<file path="src/rtl/axis_frame_arbiter_if.sv">
// AXI4-Stream bundle between the frame arbiter and its stream sink.
interface axis_frame_arbiter_if #(
    parameter int unsigned DATA_W = 32,
    parameter int unsigned ID_W   = 2
);
    logic                  tvalid;
    logic                  tready;
    logic [DATA_W-1:0]     tdata;
    logic [DATA_W/8-1:0]   tstrb;
    logic                  tlast;
    logic [ID_W-1:0]       tid;

    modport master (
        output tvalid,
        output tdata,
        output tstrb,
        output tlast,
        output tid,
        input  tready
    );

    modport slave (
        input  tvalid,
        input  tdata,
        input  tstrb,
        input  tlast,
        input  tid,
        output tready
    );
endinterface

</file>
<file path="src/rtl/axis_frame_arbiter.sv">
// Round-robin frame arbiter: grants one UI source for a whole frame and
// serialises its words onto a single AXI4-Stream master port.
module axis_frame_arbiter #(
    parameter int unsigned CH_NUM               = 4,
    parameter int unsigned UI_FRAME_SIZE        = 1024,
    parameter int unsigned UI_DATA_WIDTH        = 16,
    parameter int unsigned C_M_AXIS_TDATA_WIDTH = 32,
    localparam int unsigned ID_W = (CH_NUM > 1) ? $clog2(CH_NUM) : 1
) (
    input  logic                              M_AXIS_ACLK,
    input  logic                              M_AXIS_ARESET,
    input  logic [CH_NUM-1:0]                 i_ch_en,
    input  logic [CH_NUM-1:0]                 i_ui_dvld,
    input  logic [CH_NUM*UI_DATA_WIDTH-1:0]   i_ui_data,
    output logic [CH_NUM-1:0]                 o_ui_drdy,
    output logic [ID_W-1:0]                   o_grant,
    output logic                              o_busy,
    output logic                              o_frame_done,
    axis_frame_arbiter_if.master              m_axis
);

    localparam int unsigned CNT_W = $clog2(UI_FRAME_SIZE);
    localparam logic [CNT_W-1:0] LAST_CNT = CNT_W'(UI_FRAME_SIZE - 1);

    typedef enum logic [1:0] {StIdle, StSend, StDrain} state_e;

    state_e                          state_q;
    logic [ID_W-1:0]                 grant_q;
    logic [CNT_W-1:0]                cnt_q;
    logic                            tvalid_q;
    logic                            tlast_q;
    logic [C_M_AXIS_TDATA_WIDTH-1:0] tdata_q;
    logic [ID_W-1:0]                 tid_q;
    logic                            frame_done_q;

    logic [CH_NUM-1:0]               req;
    logic                            lo_found;
    logic                            hi_found;
    logic [ID_W-1:0]                 lo_idx;
    logic [ID_W-1:0]                 hi_idx;
    logic [UI_DATA_WIDTH-1:0]        sel_data;
    logic                            sel_dvld;
    logic                            slot_free;
    logic                            accept;
    logic                            last_word;
    logic                            tlast_taken;

    assign req = i_ch_en & i_ui_dvld;

    // Lowest requester above the last grant wins; otherwise wrap to the lowest overall.
    always_comb begin
        lo_found = 1'b0;
        hi_found = 1'b0;
        lo_idx   = '0;
        hi_idx   = '0;
        for (int i = CH_NUM - 1; i >= 0; i--) begin
            if (req[i]) begin
                lo_found = 1'b1;
                lo_idx   = ID_W'(i);
                if (ID_W'(i) > grant_q) begin
                    hi_found = 1'b1;
                    hi_idx   = ID_W'(i);
                end
            end
        end
    end

    always_comb begin
        sel_data = '0;
        sel_dvld = 1'b0;
        for (int i = 0; i < CH_NUM; i++) begin
            if (ID_W'(i) == grant_q) begin
                sel_data = i_ui_data[i*UI_DATA_WIDTH +: UI_DATA_WIDTH];
                sel_dvld = i_ui_dvld[i];
            end
        end
    end

    assign slot_free   = !tvalid_q || m_axis.tready;
    assign accept      = (state_q == StSend) && slot_free && sel_dvld;
    assign last_word   = (cnt_q == LAST_CNT);
    assign tlast_taken = tvalid_q && m_axis.tready && tlast_q;

    always_comb begin
        o_ui_drdy = '0;
        for (int i = 0; i < CH_NUM; i++) begin
            o_ui_drdy[i] = (state_q == StSend) && (ID_W'(i) == grant_q) && slot_free;
        end
    end

    always_ff @(posedge M_AXIS_ACLK or posedge M_AXIS_ARESET) begin
        if (M_AXIS_ARESET) begin
            state_q      <= StIdle;
            grant_q      <= ID_W'(CH_NUM - 1);
            cnt_q        <= '0;
            tvalid_q     <= 1'b0;
            tlast_q      <= 1'b0;
            tdata_q      <= '0;
            tid_q        <= '0;
            frame_done_q <= 1'b0;
        end else begin
            frame_done_q <= 1'b0;

            if (accept) begin
                tdata_q  <= C_M_AXIS_TDATA_WIDTH'(sel_data);
                tid_q    <= grant_q;
                tvalid_q <= 1'b1;
                tlast_q  <= last_word;
            end else if (tvalid_q && m_axis.tready) begin
                tvalid_q <= 1'b0;
                tlast_q  <= 1'b0;
            end

            case (state_q)
                StIdle: begin
                    if (lo_found) begin
                        grant_q <= hi_found ? hi_idx : lo_idx;
                        state_q <= StSend;
                    end
                end
                StSend: begin
                    if (accept) begin
                        if (last_word) begin
                            cnt_q   <= '0;
                            state_q <= StDrain;
                        end else begin
                            cnt_q <= cnt_q + 1'b1;
                        end
                    end
                end
                StDrain: begin
                    if (tlast_taken) begin
                        frame_done_q <= 1'b1;
                        state_q      <= StIdle;
                    end
                end
                default: state_q <= StIdle;
            endcase
        end
    end

    assign o_grant       = grant_q;
    assign o_busy        = (state_q == StSend);
    assign o_frame_done  = frame_done_q;
    assign m_axis.tvalid = tvalid_q;
    assign m_axis.tdata  = tdata_q;
    assign m_axis.tstrb  = '1;
    assign m_axis.tlast  = tlast_q;
    assign m_axis.tid    = tid_q;

endmodule

</file>
<file path="src/flat_wrapper.sv">
// flat-port wrapper written by rule: the top's interface ports become plain ports
module axis_frame_arbiter_flat 
#(
    parameter int unsigned CH_NUM               = 4,
    parameter int unsigned UI_FRAME_SIZE        = 1024,
    parameter int unsigned UI_DATA_WIDTH        = 16,
    parameter int unsigned C_M_AXIS_TDATA_WIDTH = 32,
    localparam int unsigned ID_W = (CH_NUM > 1) ? $clog2(CH_NUM) : 1
)
  (M_AXIS_ACLK, M_AXIS_ARESET, i_ch_en, i_ui_dvld, i_ui_data, o_ui_drdy, o_grant, o_busy, o_frame_done, m_axis_tvalid, m_axis_tdata, m_axis_tstrb, m_axis_tlast, m_axis_tid, m_axis_tready);
  axis_frame_arbiter_if #(.DATA_W(32), .ID_W(2)) m_axis_i ();
  input  logic M_AXIS_ACLK;
  input  logic M_AXIS_ARESET;
  input  logic [CH_NUM-1:0] i_ch_en;
  input  logic [CH_NUM-1:0] i_ui_dvld;
  input  logic [CH_NUM*UI_DATA_WIDTH-1:0] i_ui_data;
  output logic [CH_NUM-1:0] o_ui_drdy;
  output logic [ID_W-1:0] o_grant;
  output logic o_busy;
  output logic o_frame_done;
  output wire logic [$bits(m_axis_i.tvalid)-1:0] m_axis_tvalid;
  output wire logic [$bits(m_axis_i.tdata)-1:0] m_axis_tdata;
  output wire logic [$bits(m_axis_i.tstrb)-1:0] m_axis_tstrb;
  output wire logic [$bits(m_axis_i.tlast)-1:0] m_axis_tlast;
  output wire logic [$bits(m_axis_i.tid)-1:0] m_axis_tid;
  input wire logic [$bits(m_axis_i.tready)-1:0] m_axis_tready;
  assign m_axis_tvalid = m_axis_i.tvalid;
  assign m_axis_tdata = m_axis_i.tdata;
  assign m_axis_tstrb = m_axis_i.tstrb;
  assign m_axis_tlast = m_axis_i.tlast;
  assign m_axis_tid = m_axis_i.tid;
  assign m_axis_i.tready = m_axis_tready;
  axis_frame_arbiter #(.CH_NUM(CH_NUM), .UI_FRAME_SIZE(UI_FRAME_SIZE), .UI_DATA_WIDTH(UI_DATA_WIDTH), .C_M_AXIS_TDATA_WIDTH(C_M_AXIS_TDATA_WIDTH)) u_core (.M_AXIS_ACLK(M_AXIS_ACLK), .M_AXIS_ARESET(M_AXIS_ARESET), .i_ch_en(i_ch_en), .i_ui_dvld(i_ui_dvld), .i_ui_data(i_ui_data), .o_ui_drdy(o_ui_drdy), .o_grant(o_grant), .o_busy(o_busy), .o_frame_done(o_frame_done), .m_axis(m_axis_i));
endmodule
</file>
<file path="config.mk">
export PLATFORM = sky130hd
export DESIGN_NAME = axis_frame_arbiter_flat
export DESIGN_NICKNAME = d
export VERILOG_FILES = /design/src/rtl/axis_frame_arbiter_if.sv /design/src/rtl/axis_frame_arbiter.sv /design/src/flat_wrapper.sv
export SDC_FILE = /design/constraint.sdc
export NUM_CORES = 1
export LEC_CHECK = 0
export BUFFER_PORTS_ARGS = -buffer_cell sky130_fd_sc_hd__buf_4
export CELL_PAD_IN_SITES_DETAIL_PLACEMENT = 0
export CELL_PAD_IN_SITES_GLOBAL_PLACEMENT = 1
export CORE_UTILIZATION = 30
export DETAILED_ROUTE_END_ITERATION = 10
export PLACE_DENSITY_LB_ADDON = 0.12
export SLEW_MARGIN = 20
export SYNTH_ARGS = -nofsm -noshare
export SYNTH_HDL_FRONTEND = slang
export SYNTH_SLANG_ARGS = --single-unit
</file>
<file path="constraint.sdc">
create_clock -name M_AXIS_ACLK -period 2.1 [get_ports M_AXIS_ACLK]
set_clock_uncertainty 0.15 [all_clocks]
set_input_delay 0.315 -clock M_AXIS_ACLK [delete_from_list [all_inputs] [get_ports M_AXIS_ACLK]]
set_output_delay 0.315 -clock M_AXIS_ACLK [all_outputs]
set_load 0.005 [all_outputs]
</file>
=== Word level (Yosys, flattened, before mapping) ===
Cells that the tools add are included.

* Bitwise gates (word level): 1
* Order comparisons: 4
* Multiplexer cells: 44
* Equality and inequality tests: 10
* Reduce and logical (&&, ||, !) cells: 20
* $add $sub $neg: 1

{| class="wikitable"
|+ Operators with widths
! kind !! count
|-
| 2-to-1 mux 16 bit || 4
|-
| 2-to-1 mux 2 bit || 17
|-
| 2-to-1 mux 1 bit || 21
|-
| logical AND 1 bit || 12
|-
| adder 10 x 1 -> 10 bit (second input constant) || 1
|-
| == test 10 bit (second input constant) || 1
|-
| 2-to-1 mux 10 bit || 1
|-
| != test 2 x 1 -> 1 bit (second input constant) || 4
|-
| one-hot mux 2 bit (3 select lines) || 1
|-
| AND 4 bit || 1
|-
| == test 2 bit (first input constant) || 2
|-
| greater-than comparator 1 x 2 -> 1 bit (first input constant) || 2
|-
| greater-than comparator 2 bit (first input constant) || 2
|-
| zero test 2 bit || 2
|-
| AND reduction 2 bit || 2
|-
| AND reduction 4 bit || 1
|-
| == test 1 x 2 -> 1 bit (first input constant) || 1
|-
| == test 2 x 1 -> 1 bit (second input constant) || 1
|-
| == test 2 bit (second input constant) || 1
|-
| nonzero test 2 bit || 1
|-
| zero test 1 bit || 1
|-
| logical OR 1 bit || 1
|}

* Logic and storage cells: 88
* Input bits: 75
* Output and inout bits: 48
* Register bits: 35

=== Depth between registers and ports, before layout ===
Gate-level depths: netlist of run 1.

* Word-level depth: 10
* Depth in mapped cells: 7
* Gate-level depth less buffers: 5

=== Least setup slack after synthesis of run 1 ===
No wires, ideal clock.

* Kind: reg-to-reg
* Start point: register u_core.grant_q[0], in the netlist u_core.o_grant[0]
* End point: register u_core.tdata_q[0], in the netlist u_core.m_axis.tdata[0]
* Data arrival time: 1.899 ns
* Cell stages (with the launch flop): 7
* Clock period less this slack: 2.174 ns
* Slack: -0.074 ns
* Required time: 1.825 ns
* Buffers on the path: 3
* Library setup time: 0.125 ns
* Path through: dfstp_2 buf_6 mux4_2 and3_4 buf_6 buf_12 mux2_4

* Longest elaborated chain between the ends: 6
* Elaborated cells between the ends (all ways): 13
* Classes of those cells: 3 x eq/ne; 8 x mux; 2 x reduce/logical

{| class="wikitable"
|+ Ends and longest elaborated chain
! what !! line !! text
|-
| start: declaration || axis_frame_arbiter.sv:28 || <nowiki>logic [ID_W-1:0] grant_q;</nowiki>
|-
| start signal: assignment || axis_frame_arbiter.sv:94 || <nowiki>grant_q <= ID_W'(CH_NUM - 1);</nowiki>
|-
| start signal: assignment || axis_frame_arbiter.sv:117 || <nowiki>grant_q <= hi_found ? hi_idx : lo_idx;</nowiki>
|-
| zero test 2 bit || axis_frame_arbiter.sv:72 || <nowiki>if (ID_W'(i) == grant_q) begin</nowiki>
|-
| 2-to-1 mux 1 bit (4 in a row) || axis_frame_arbiter.sv:72 ||
|-
| logical AND 1 bit || axis_frame_arbiter.sv:80 || <nowiki>assign accept = (state_q == StSend) && slot_free && sel_dvld;</nowiki>
|-
| end signal: assignment || axis_frame_arbiter.sv:105 || <nowiki>tdata_q <= C_M_AXIS_TDATA_WIDTH'(sel_data);</nowiki>
|-
| end: declaration || axis_frame_arbiter.sv:32 || <nowiki>logic [C_M_AXIS_TDATA_WIDTH-1:0] tdata_q;</nowiki>
|}

Parallel ways exist; a longest one is shown, timed or not.
A chain may end at the register's enable or synchronous reset.

=== Worst setup path in the final report of run 1 ===
* Start point: register u_core.grant_q[0], in the netlist u_core.o_grant[0]
* End point: register u_core.tdata_q[10], in the netlist u_core.m_axis.tdata[10]

The elaborated chain is that of the path after synthesis.

==> results of run 1 <==
[synthesized netlist by cell type, drive strengths merged]
library cell / count / share of area [%]
o211ai: 1 / 0.34
o22ai: 1 / 0.28
buf: 26 / 9.7
nor2b: 1 / 0.28
o31a: 1 / 0.40
o2111ai: 2 / 0.79
inv: 5 / 0.85
and3: 1 / 0.51
xor2: 1 / 0.40
nand4b: 1 / 0.40
nor3: 1 / 0.23
or3: 1 / 0.28
dfrtp: 33 / 37
and2: 2 / 0.57
o31ai: 3 / 1.0
nor3b: 2 / 0.68
nor2: 7 / 1.2
conb: 2 / 0.34
ha: 1 / 0.57
mux2: 16 / 10
clkbuf: 4 / 0.68
a31o: 2 / 0.79
o21ai: 4 / 0.91
nand2b: 1 / 0.28
xnor2: 3 / 1.2
o41ai: 2 / 0.79
nand3: 8 / 1.8
nand4: 2 / 0.57
a21oi: 3 / 0.68
o2111a: 1 / 0.51
mux4: 17 / 17
dfstp: 2 / 2.4
nand2: 27 / 4.6
and4: 2 / 0.79
[logic make-up (layout without fill, tap and decap cells)]
kind of cell,after synthesis,in the layout,synth area share [%]
simple gates,56,57,12.2
other cells,2,20,0.340
xor+xnor,4,4,1.59
mux,33,33,27.7
compound gates,20,20,6.52
fa+ha+maj,1,1,0.567
flops,35,35,39.8
buf+inv,35,122,11.2
[stage by stage]
stage	setup TNS, ps	util, %
after floorplan	-797	-
after global placement	0	43.1
after detailed placement	0	43.1
after CTS	0	44.8
after global routing	0	45.2
final	0	45.2
[worst max-delay path: stages (launching register included)]
cell and delay [ps]:
dfstp_2 590, mux4_2 570, and3_4 290, mux2_4 320
[cells in the final DEF (no fill, tap or decap), types with 2 or more instances in the layout]
cell,count
nor2_1,7
buf_4,107
a31o_2,2
mux2_4,13
nand3_1,8
mux4_2,17
dfstp_2,2
o31ai_1,3
inv_1,5
o41ai_1,2
xnor2_1,3
and4_1,2
nand2_1,27
conb_1,20
o21ai_0,4
nor3b_1,2
and3_4,2
dfrtp_1,32
mux2_2,3
nand4_1,2
a21oi_1,3
o2111ai_1,2
clkbuf_8,6
[state kept, by name (all words and copies together), names as in the netlist]
name and cells:
u_core.m_axis.tid 2, u_core.state_q 2, u_core.o_frame_done 1, u_core.m_axis.tvalid 1
u_core.o_grant 2, u_core.m_axis.tlast 1, u_core.cnt_q 10, u_core.m_axis.tdata 16
[timing repair]
| action | 4_1_cts | 5_1_grt |
|---|---|---|
| buffers inserted | 0 | 0 |
| gates resized for setup | 0 | 6 |
| endpoints found under the hold margin | 0 | 0 |
| setup endpoints to repair | 0 | 16 |
[power breakdown]
part / switching [mW] / internal (mW)
logic: 0.191 / 0.313
registers: 0.0955 / 0.788
clock network: 0.241 / 0.384
total: 0.527 / 1.49
[cell type report]
type | count | area, um^2 | share of cell area (%)
Timing Repair Buffer | 109 | 835 | 26.6
Tap cell | 96 | 120 | 3.83
Multi-Input combinational cell | 135 | 1170 | 37.2
Sequential cell | 35 | 880 | 28.0
Clock inverter | 2 | 35.0 | 1.12
Clock buffer | 6 | 82.6 | 2.63
Inverter | 5 | 18.8 | 0.598
[path summary, 6_finish.rpt]
path / depth (start not counted) / from / to / slack, ps
setup / recovery: 3 / u_core.o_grant[0]$_DFFE_PP1P_ / u_core.m_axis.tdata[10]$_DFFE_PP0P_ / 50
hold / removal: 3 / M_AXIS_ARESET / u_core.m_axis.tdata[0]$_DFFE_PP0P_ / -10
setup reg to reg: 3 / u_core.o_grant[0]$_DFFE_PP1P_ / u_core.m_axis.tdata[10]$_DFFE_PP0P_ / 50
hold reg to reg: 2 / u_core.m_axis.tdata[6]$_DFFE_PP0P_ / u_core.m_axis.tdata[6]$_DFFE_PP0P_ / 330
max in group asynchronous: 3 / M_AXIS_ARESET / u_core.o_grant[0]$_DFFE_PP1P_ / 1470
min in group M_AXIS_ACLK: 3 / m_axis_tready / u_core.o_frame_done$_DFF_PP0_ / 210
[metal layers]
metal	share of wire, %	vias to the layer above
met5	0	-
met4	2.3	0
met3	5.9	6
met2	50	70
met1	42	854
li1	-	846
==> results.md, run 1 <==
- Status: finished, violations left
- Violated checks: negative hold slack
- Maximum vdd drop: between 200 and 300 uV
- Area added between synthesis and finish: 42.3%
- Clock buffer depth: 2
- Crit path time final: 2050 ps
- Overall Global Routing Usage: 14.8%
- #FFs+latches synth: 35
- Drt first pass iters: 4
- Crit path max fanout: 12
- Die footprint: 0.00770 mm^2
- WL/cell: 14.2 um
- Hold slack final: -10.1 ps
- Clock root cell: clkbuf_8
- Leak Pwr: 1.52 nW
- Number of remaining DRC errors: 0
- Die X: 87.8 um
- # IOs: between 100 and 150
- Final antenna-violating net count: 0
- Placed Cells: 379
- Setup slack after layout: between 50 and 60 ps
- Num rows: 30
- Met3 usage: 3.49%
- CP Capture Type: register
- Met2 global-route usage: 25.9%
- Initial antenna violation count: 0
- N_diodes: 0
- First-pass GRT wire length: 8700 um
- Clock sink total: 35
- Largest net degree at the start of global routing: 36
- Achievable Freq: 488 MHz
- Hold buffer count at CTS: 0
- Critical path launch point type: register
- Vias: 1776
- GRT Max-Usage Layer: met2
- Register area share after synthesis: 39.8%
- WP data arrival: 2060 ps
- Unrepaired setup endpoints after global routing: false
- Worst-Skew Late Latency: ~280 ps
- Fillers: approximately 660
- DR iter-0 viols: 31
- Core ar.: 0.00694 mm^2
- Slew Viols, Final: 0
- Vias in the first global route: around 1800
- Clk pin slew, worst setup/hold paths: 70 ps
- Filler-free cell count of the finished design: 388
- Final HPWL DP: 4080 um
- Starting Density: between 30% and 40%
- Total power: 2.01 mW
- Yosys warning count: 0
- CTS tree: done
- H-tree Lvls: 2
- Die Y: 87.8 um
- Worst EP required: about 2100 ps
- Pwr/cell area: between 600 and 700 mW/mm^2
- Via density: 4.58
- Post-synthesis cell count: 186
- Wirelength, routed: 5510 um
- Mean post-synth cell area: 11.9 um^2
- CTS Buf Count: 5
- Setup Viol. Count Final: 0
- Final Hold Vio Count: 33
- Placed inst area: 0.00300 mm^2
- Gr ovfl total: 0
- Yosys cell types: 38
- Place WS: 49.6 ps
- Hold Crit Class: in -> async
- Share of cells above drive strength 1: a little over half
- Nets: roughly 370
- GPL Wtd Cong: roughly 0.75
- Mapped Area: 0.00221 mm^2
- Grt met1 use: 17.6%
- # port buffers: 102
- Design area: 0.00314 mm^2
- WS Path Type: reg -> reg
- Final Cycle Share: a little over nine tenths
- Max Cap Viol: 0
No activity file was read; power rests on OpenSTA's default activity.
==> inputs of run 2 (changes only) <==
- CAP_MARGIN: default -> 5
- CORE_UTILIZATION: 30 -> 25
==> run 2 against run 1 <==
Against the previous run: the run still ends with negative hold slack left; non-clock buffer count up 1; core utilization decreased by 8.2 points; setup slack gained 42 ps; first-iteration DRC count is the same; cell count up 2.3%; hold slack worse by 7.2 ps; sequential power increased by 0.6%; sequential share of layout area is 0.33 points higher; sequential cell count stayed put; die area up 20%.
==> results.md, run 2 (same netlist as run 1, synthesis figures left out) <==
- Status: finished, violations left (unchanged)
- Violated checks: negative hold slack (unchanged)
- Fin util: 37.0% (was 45.2%)
- Crit path cell chain: mux4_2 > and3_4 > mux2_4 (unchanged)
- Slew Viols, Final: 0 (unchanged)
- Largest register FFs: 16 (unchanged)
- WP data arrival: 2030 ps (was 2060 ps)
- Total power: 1.87 mW (was 2.01 mW)
- Critical path launch point type: register (unchanged)
- GPL Wtd Cong: 0.779 (was 0.745)
- Wirelength, routed: 5780 um (was 5510 um)
- First-pass GRT wire length: 9120 um (was 8700 um)
- H-tree Lvls: 2 (unchanged)
- Leak Pwr: 1.49 nW (was 1.52 nW)
- Clk pin slew, worst setup/hold paths: 70 ps (about the same)
- Pwr/cell area: 603 mW/mm^2 (was 641 mW/mm^2)
- Die Y: 95.9 um (was 87.8 um)
- Gr ovfl total: 0 (unchanged)
- Nets: 367 (unchanged)
- CTS Buf Count: 5 (unchanged)
- Worst-Skew Late Latency: 280 ps (about the same)
- Drt first pass iters: 4 (unchanged)
- Fillers: 869 (was 659)
- Max Cap Viol: 0 (unchanged)
- Setup Viol. Count Final: 0 (unchanged)
- CTS tree: done (unchanged)
- # IOs: 123 (unchanged)
- Final Cycle Share: 95.6% (was 97.6%)
- Worst EP required: 2120 ps (was 2110 ps)
- Most frequent cells in the layout: buf_4, dfrtp_1, nand2_1, conb_1, mux4_2 (unchanged)
- Clock root cell: clkbuf_8 (unchanged)
- Vias: 1825 (was 1776)
- CP Capture Type: register (unchanged)
- RR Startpoint: u_core.o_grant[0]$_DFFE_PP1P_ (unchanged)
- Vias in the first global route: 1815 (was 1801)
- Hold Crit Class: in -> async (unchanged)
- Number of remaining DRC errors: 0 (unchanged)
- Overall Global Routing Usage: 13.3% (was 14.8%)
- Share of cells above drive strength 1: 53.8% (was 54.5%)
- Setup TNS Final: 0 ps (unchanged)
- Num rows: 33 (was 30)
- Slowest cell on crit path: dfstp_2 (unchanged)
- Max stage delay on crit path: 550 ps (was 590 ps)
- Starting Density: 26.3% (was 31.8%)
- WL/cell: 14.5 um (was 14.2 um)
- Initial antenna violation count: 0 (unchanged)
- Die footprint: 0.00920 mm^2 (was 0.00770 mm^2)
- Hold slack final: -17.3 ps (was -10.1 ps)
- Clock sink total: 35 (unchanged)
- Unrepaired setup endpoints after global routing: true (was false)
- Largest net degree at the start of global routing: 36 (unchanged)
- Clock buffer depth: 2 (unchanged)
- Achievable Freq: 498 MHz (was 488 MHz)
- Final antenna-violating net count: 0 (unchanged)
- DR iter-0 viols: 31 (unchanged)
- Final HPWL DP: 4420 um (was 4080 um)
- Commonest non-fill, non-tap cell in the layout: buf_4 (unchanged)
- Crit path max fanout: 23 (was 12)
- Core ar.: 0.00838 mm^2 (was 0.00694 mm^2)
- # port buffers: 102 (unchanged)
- Final Hold Vio Count: 27 (was 33)
- Reg2reg end: u_core.m_axis.tdata[10]$_DFFE_PP0P_ (unchanged)
- Top Family by Delay on Critical Path: multiplexers (unchanged)
- R2r setup slk: 90 ps (was 50 ps)
- Area added between synthesis and finish: 40.4% (was 42.3%)
- Via density: 4.60 (was 4.58)
- CP Buf/Inv Count: 0 (unchanged)
- Crit path time final: 2010 ps (was 2050 ps)
- WS Path Type: reg -> reg (unchanged)
- Maximum vdd drop: 216 uV (was 261 uV)
- Die X: 95.9 um (was 87.8 um)
- N_diodes: 0 (unchanged)
- Worst R2R Path Depth: 3 (unchanged)
==> run 2: changes by cell type in the layout (fill, tap and decap cells not counted), sizes merged <==
cell / change
buf: +1
clkinvlp: +1
and3: -1
bufinv: -1
==> run 2: cell type report <==
type | count | area [um^2] | share of cell area [%]
clock buffers | 6 | 72.6 | 2.34
clock inverters | 2 | 12.5 | 0.404
inverters | 5 | 18.8 | 0.606
multi-input cells | 134 | 1150 | 37.3
flip-flops and latches | 35 | 878 | 28.4
well taps | 105 | 131 | 4.24
repair buffers | 110 | 830 | 26.8
==> run 2: tightest hold or removal path: stages <==
cell,delay (ps)
buf_4,100
inv_1,40
buf_4,390
==> run 2: how the worst max path moves through the flow <==
| stage | startpoint | cells after the start | to | slack, ps |
|---|---|---|---|---|
| after floorplan | u_core.o_grant[0]$_DFFE_PP1P_ | 6 | u_core.m_axis.tdata[0]$_DFFE_PP0P_ | -60 |
| after global placement | u_core.o_grant[0]$_DFFE_PP1P_ | 3 | u_core.m_axis.tdata[7]$_DFFE_PP0P_ | 90 |
| after detailed placement | u_core.o_grant[0]$_DFFE_PP1P_ | 3 | u_core.m_axis.tdata[14]$_DFFE_PP0P_ | 90 |
| after CTS | u_core.o_grant[1]$_DFFE_PP1P_ | 4 | o_ui_drdy[3] | 60 |
| after global routing | u_core.o_grant[0]$_DFFE_PP1P_ | 4 | u_core.cnt_q[9]$_DFFE_PP0P_ | -10 |
| final | u_core.o_grant[0]$_DFFE_PP1P_ | 3 | u_core.m_axis.tdata[10]$_DFFE_PP0P_ | 90 |
==> run 2: per-layer routing <==
| layer | share of wire [%] | vias to the layer above | track usage [%] |
|---|---|---|---|
| li1 | - | 849 | - |
| met1 | 42 | 903 | 16.0 |
| met2 | 52 | 69 | 23.8 |
| met3 | 5.8 | 4 | 2.92 |
| met4 | 1.0 | 0 | 4.10 |
| met5 | 0 | - | 0 |
==> run 2: power breakdown <==
part           total (mW)  switching (mW)  leakage (nW)  internal, mW
Combinational       0.498           0.187          1.03         0.311
Clock               0.483           0.251        0.0412         0.232
Sequential          0.889           0.100         0.421         0.788
==> run 2: timing repair <==
item,in CTS,in global routing
endpoints found under the hold margin,0,0
hold buffers,0,0
setup endpoints to repair,0,7
buffers inserted,0,0
resized for setup,0,3
==> run 2: metrics by stage <==
step                      instances  area [um^2]  hold slack [ps]  worst slack (ps)
after floorplan                 204         2270              294             -63.3
after global placement          389         3000              320              91.7
after detailed placement        389         3000              318              91.5
after CTS                       397         3090             4.81              58.6
after global routing            397         3100             51.0             -9.69
final                           397         3100            -17.3              93.2
==> inputs of run 3 (changes only) <==
- CELL_PAD_IN_SITES_DETAIL_PLACEMENT: 0 -> default
- CELL_PAD_IN_SITES_GLOBAL_PLACEMENT: 1 -> default
==> run 3 against run 2 <==
Against the previous run: the run still ends with negative hold slack left; sequential cell count is the same; non-clock buffer count shrank 1; setup slack gained 40 ps; hold slack gained 5.6 ps; global-route usage shrank 0.27 points; critical endpoint is now u_core.m_axis.tdata[9]$_DFFE_PP0P_.
==> results.md, run 3 (same netlist as run 1, synthesis figures left out) <==
- Psw: 0.540 mW (was 0.538 mW)
- Hold slack final: -11.7 ps (was -17.3 ps)
- Most frequent cells in the layout: buf_4, dfrtp_1, nand2_1, conb_1, mux4_2 (unchanged)
- Leak Pwr: 1.49 nW (about the same)
- WP data arrival: 1990 ps (was 2030 ps)
- Achievable Freq: 508 MHz (was 498 MHz)
- N_diodes: 0 (unchanged)
- First-pass GRT wire length: 8910 um (was 9120 um)
- Worst-Skew Late Latency: 290 ps (was 280 ps)
- Crit path time final: 1970 ps (was 2010 ps)
- CTS tree: done (unchanged)
- Final Hold Vio Count: 20 (was 27)
- Multi-input gate area: 0.00115 mm^2 (about the same)
- Top Family by Delay on Critical Path: multiplexers (unchanged)
- DR iter-0 viols: 46 (was 31)
- Violated checks: negative hold slack (unchanged)
- Clock root cell: clkbuf_8 (unchanged)
- Int Pwr: 1.36 mW (was 1.33 mW)
- Clk pin slew, worst setup/hold paths: 70 ps (about the same)
- Area added between synthesis and finish: 40.2% (was 40.4%)
- Via density: 4.54 (was 4.60)
- Comb pwr share: 26.2% (was 26.6%)
- H-tree Lvls: 2 (unchanged)
- Max Cap Viol: 0 (unchanged)
- Largest net degree at the start of global routing: 36 (unchanged)
- # IOs: 123 (unchanged)
- Largest register FFs: 16 (unchanged)
- Setup Viol. Count Final: 0 (unchanged)
- Wirelength, routed: 5830 um (was 5780 um)
- Overall Global Routing Usage: 13.1% (was 13.3%)
- Final HPWL DP: 4370 um (was 4420 um)
- Final antenna-violating net count: 0 (unchanged)
- Max stage delay on crit path: 550 ps (about the same)
- Unrepaired setup endpoints after global routing: false (was true)
- CTS Buf Count: 5 (unchanged)
- Starting Density: 26.3% (unchanged)
- Status: finished, violations left (unchanged)
- Gr ovfl total: 0 (unchanged)
- Worst EP required: 2120 ps (about the same)
- Commonest non-fill, non-tap cell in the layout: buf_4 (unchanged)
- Total power: 1.90 mW (was 1.87 mW)
- Drt first pass iters: 4 (unchanged)
- Post-CTS Repair Setup Buffers: 0 (unchanged)
- Clock sink total: 35 (unchanged)
- Nets: 366 (was 367)
- Reg power frac: 46.7% (was 47.5%)
- # resized after CTS: 0 (unchanged)
- Pwr/cell area: 615 mW/mm^2 (was 603 mW/mm^2)
- # port buffers: 102 (unchanged)
- Critical path launch point type: register (unchanged)
- Maximum vdd drop: 203 uV (was 216 uV)
- Slowest cell on crit path: dfstp_2 (unchanged)
- Die Y: 95.9 um (unchanged)
- Fillers: 833 (was 869)
- Initial antenna violation count: 0 (unchanged)
- Core ar.: 0.00838 mm^2 (unchanged)
- Hold buffer count at CTS: 0 (unchanged)
- WS Path Type: reg -> reg (unchanged)
- Placed inst area: 0.00299 mm^2 (was 0.00300 mm^2)
- Die footprint: 0.00920 mm^2 (unchanged)
- Setup TNS Final: 0 ps (unchanged)
- Crit path max fanout: 23 (unchanged)
- Register area: 878 um^2 (unchanged)
- Number of remaining DRC errors: 0 (unchanged)
- Num rows: 33 (unchanged)
- Final Cycle Share: 93.7% (was 95.6%)
- Clk pwr share: 27.1% (was 25.8%)
- CP Capture Type: register (unchanged)
- Share of cells above drive strength 1: 53.3% (was 53.8%)
- Hold Crit Class: in -> async (unchanged)
- Sw Share: 28.4% (was 28.8%)
- GPL Wtd Cong: 0.766 (was 0.779)
- Design area: 0.00309 mm^2 (was 0.00310 mm^2)
- CP Buf/Inv Count: 0 (unchanged)
- Slew Viols, Final: 0 (unchanged)
- Vias in the first global route: 1797 (was 1815)
- Clock buffer depth: 2 (unchanged)
- Crit path cell chain: mux4_2 > and3_4 > mux2_4 (unchanged)
- WL/cell: 14.7 um (was 14.5 um)
- Vias: 1796 (was 1825)
- Die X: 95.9 um (unchanged)
-- run 3: changes by cell type in the layout (fill, tap and decap cells not counted), sizes merged --
cell | previous run | this run
buf | 110 | 109
clkbuf | 6 | 7
clkinvlp | 1 | 0
-- run 3: power groups by stage --
stage	logic (mW)	clock network (mW)	registers [mW]
after floorplan	0.292	0	0.882
after global placement	0.498	0	0.898
after detailed placement	0.507	0	0.896
after CTS	0.507	0.535	0.887
after global routing	0.550	0.551	0.904
final	0.499	0.516	0.888
-- run 3: routing by layer --
layer	vias to the layer above	global-route usage, %	part of all wire [%]
li1	841	-	-
met1	883	15.6	42
met2	70	23.6	52
met3	2	2.53	5.8
met4	0	4.10	0.69
met5	-	0	0
-- run 3: metrics by stage --
step                      util, %  setup WS, ps  instances
after floorplan                 -         -63.3        204
after global placement       35.7           108        388
after detailed placement     35.7           105        388
after CTS                    36.8          39.7        396
after global routing         36.9          37.1        396
final                        36.9           133        396
-- run 3: worst paths after layout --
check	to	slack, ps	cells after the start	from
max in group asynchronous	u_core.o_grant[0]$_DFFE_PP1P_	1450	3	M_AXIS_ARESET
min in group M_AXIS_ACLK	u_core.o_frame_done$_DFF_PP0_	190	3	m_axis_tready
hold / removal	u_core.m_axis.tdata[10]$_DFFE_PP0P_	-10	3	M_AXIS_ARESET
setup reg to reg	u_core.m_axis.tdata[9]$_DFFE_PP0P_	130	3	u_core.o_grant[0]$_DFFE_PP1P_
hold reg to reg	u_core.cnt_q[9]$_DFFE_PP0P_	330	1	u_core.cnt_q[9]$_DFFE_PP0P_
setup / recovery	u_core.m_axis.tdata[9]$_DFFE_PP0P_	130	3	u_core.o_grant[0]$_DFFE_PP1P_
-- run 3: worst register-to-register path, stage by stage (launching register included) --
cell     delay [ps]
dfstp_2         550
mux4_2          510
and3_4          310
mux2_4          340
-- run 3: final cells by class --
cell class / instances / area share (%)
Clock inverter: 1 / 0.162
Sequential cell: 35 / 28.4
Multi-Input combinational cell: 134 / 37.2
Clock buffer: 7 / 2.79
Timing Repair Buffer: 109 / 26.6
Tap cell: 105 / 4.25
Inverter: 5 / 0.607
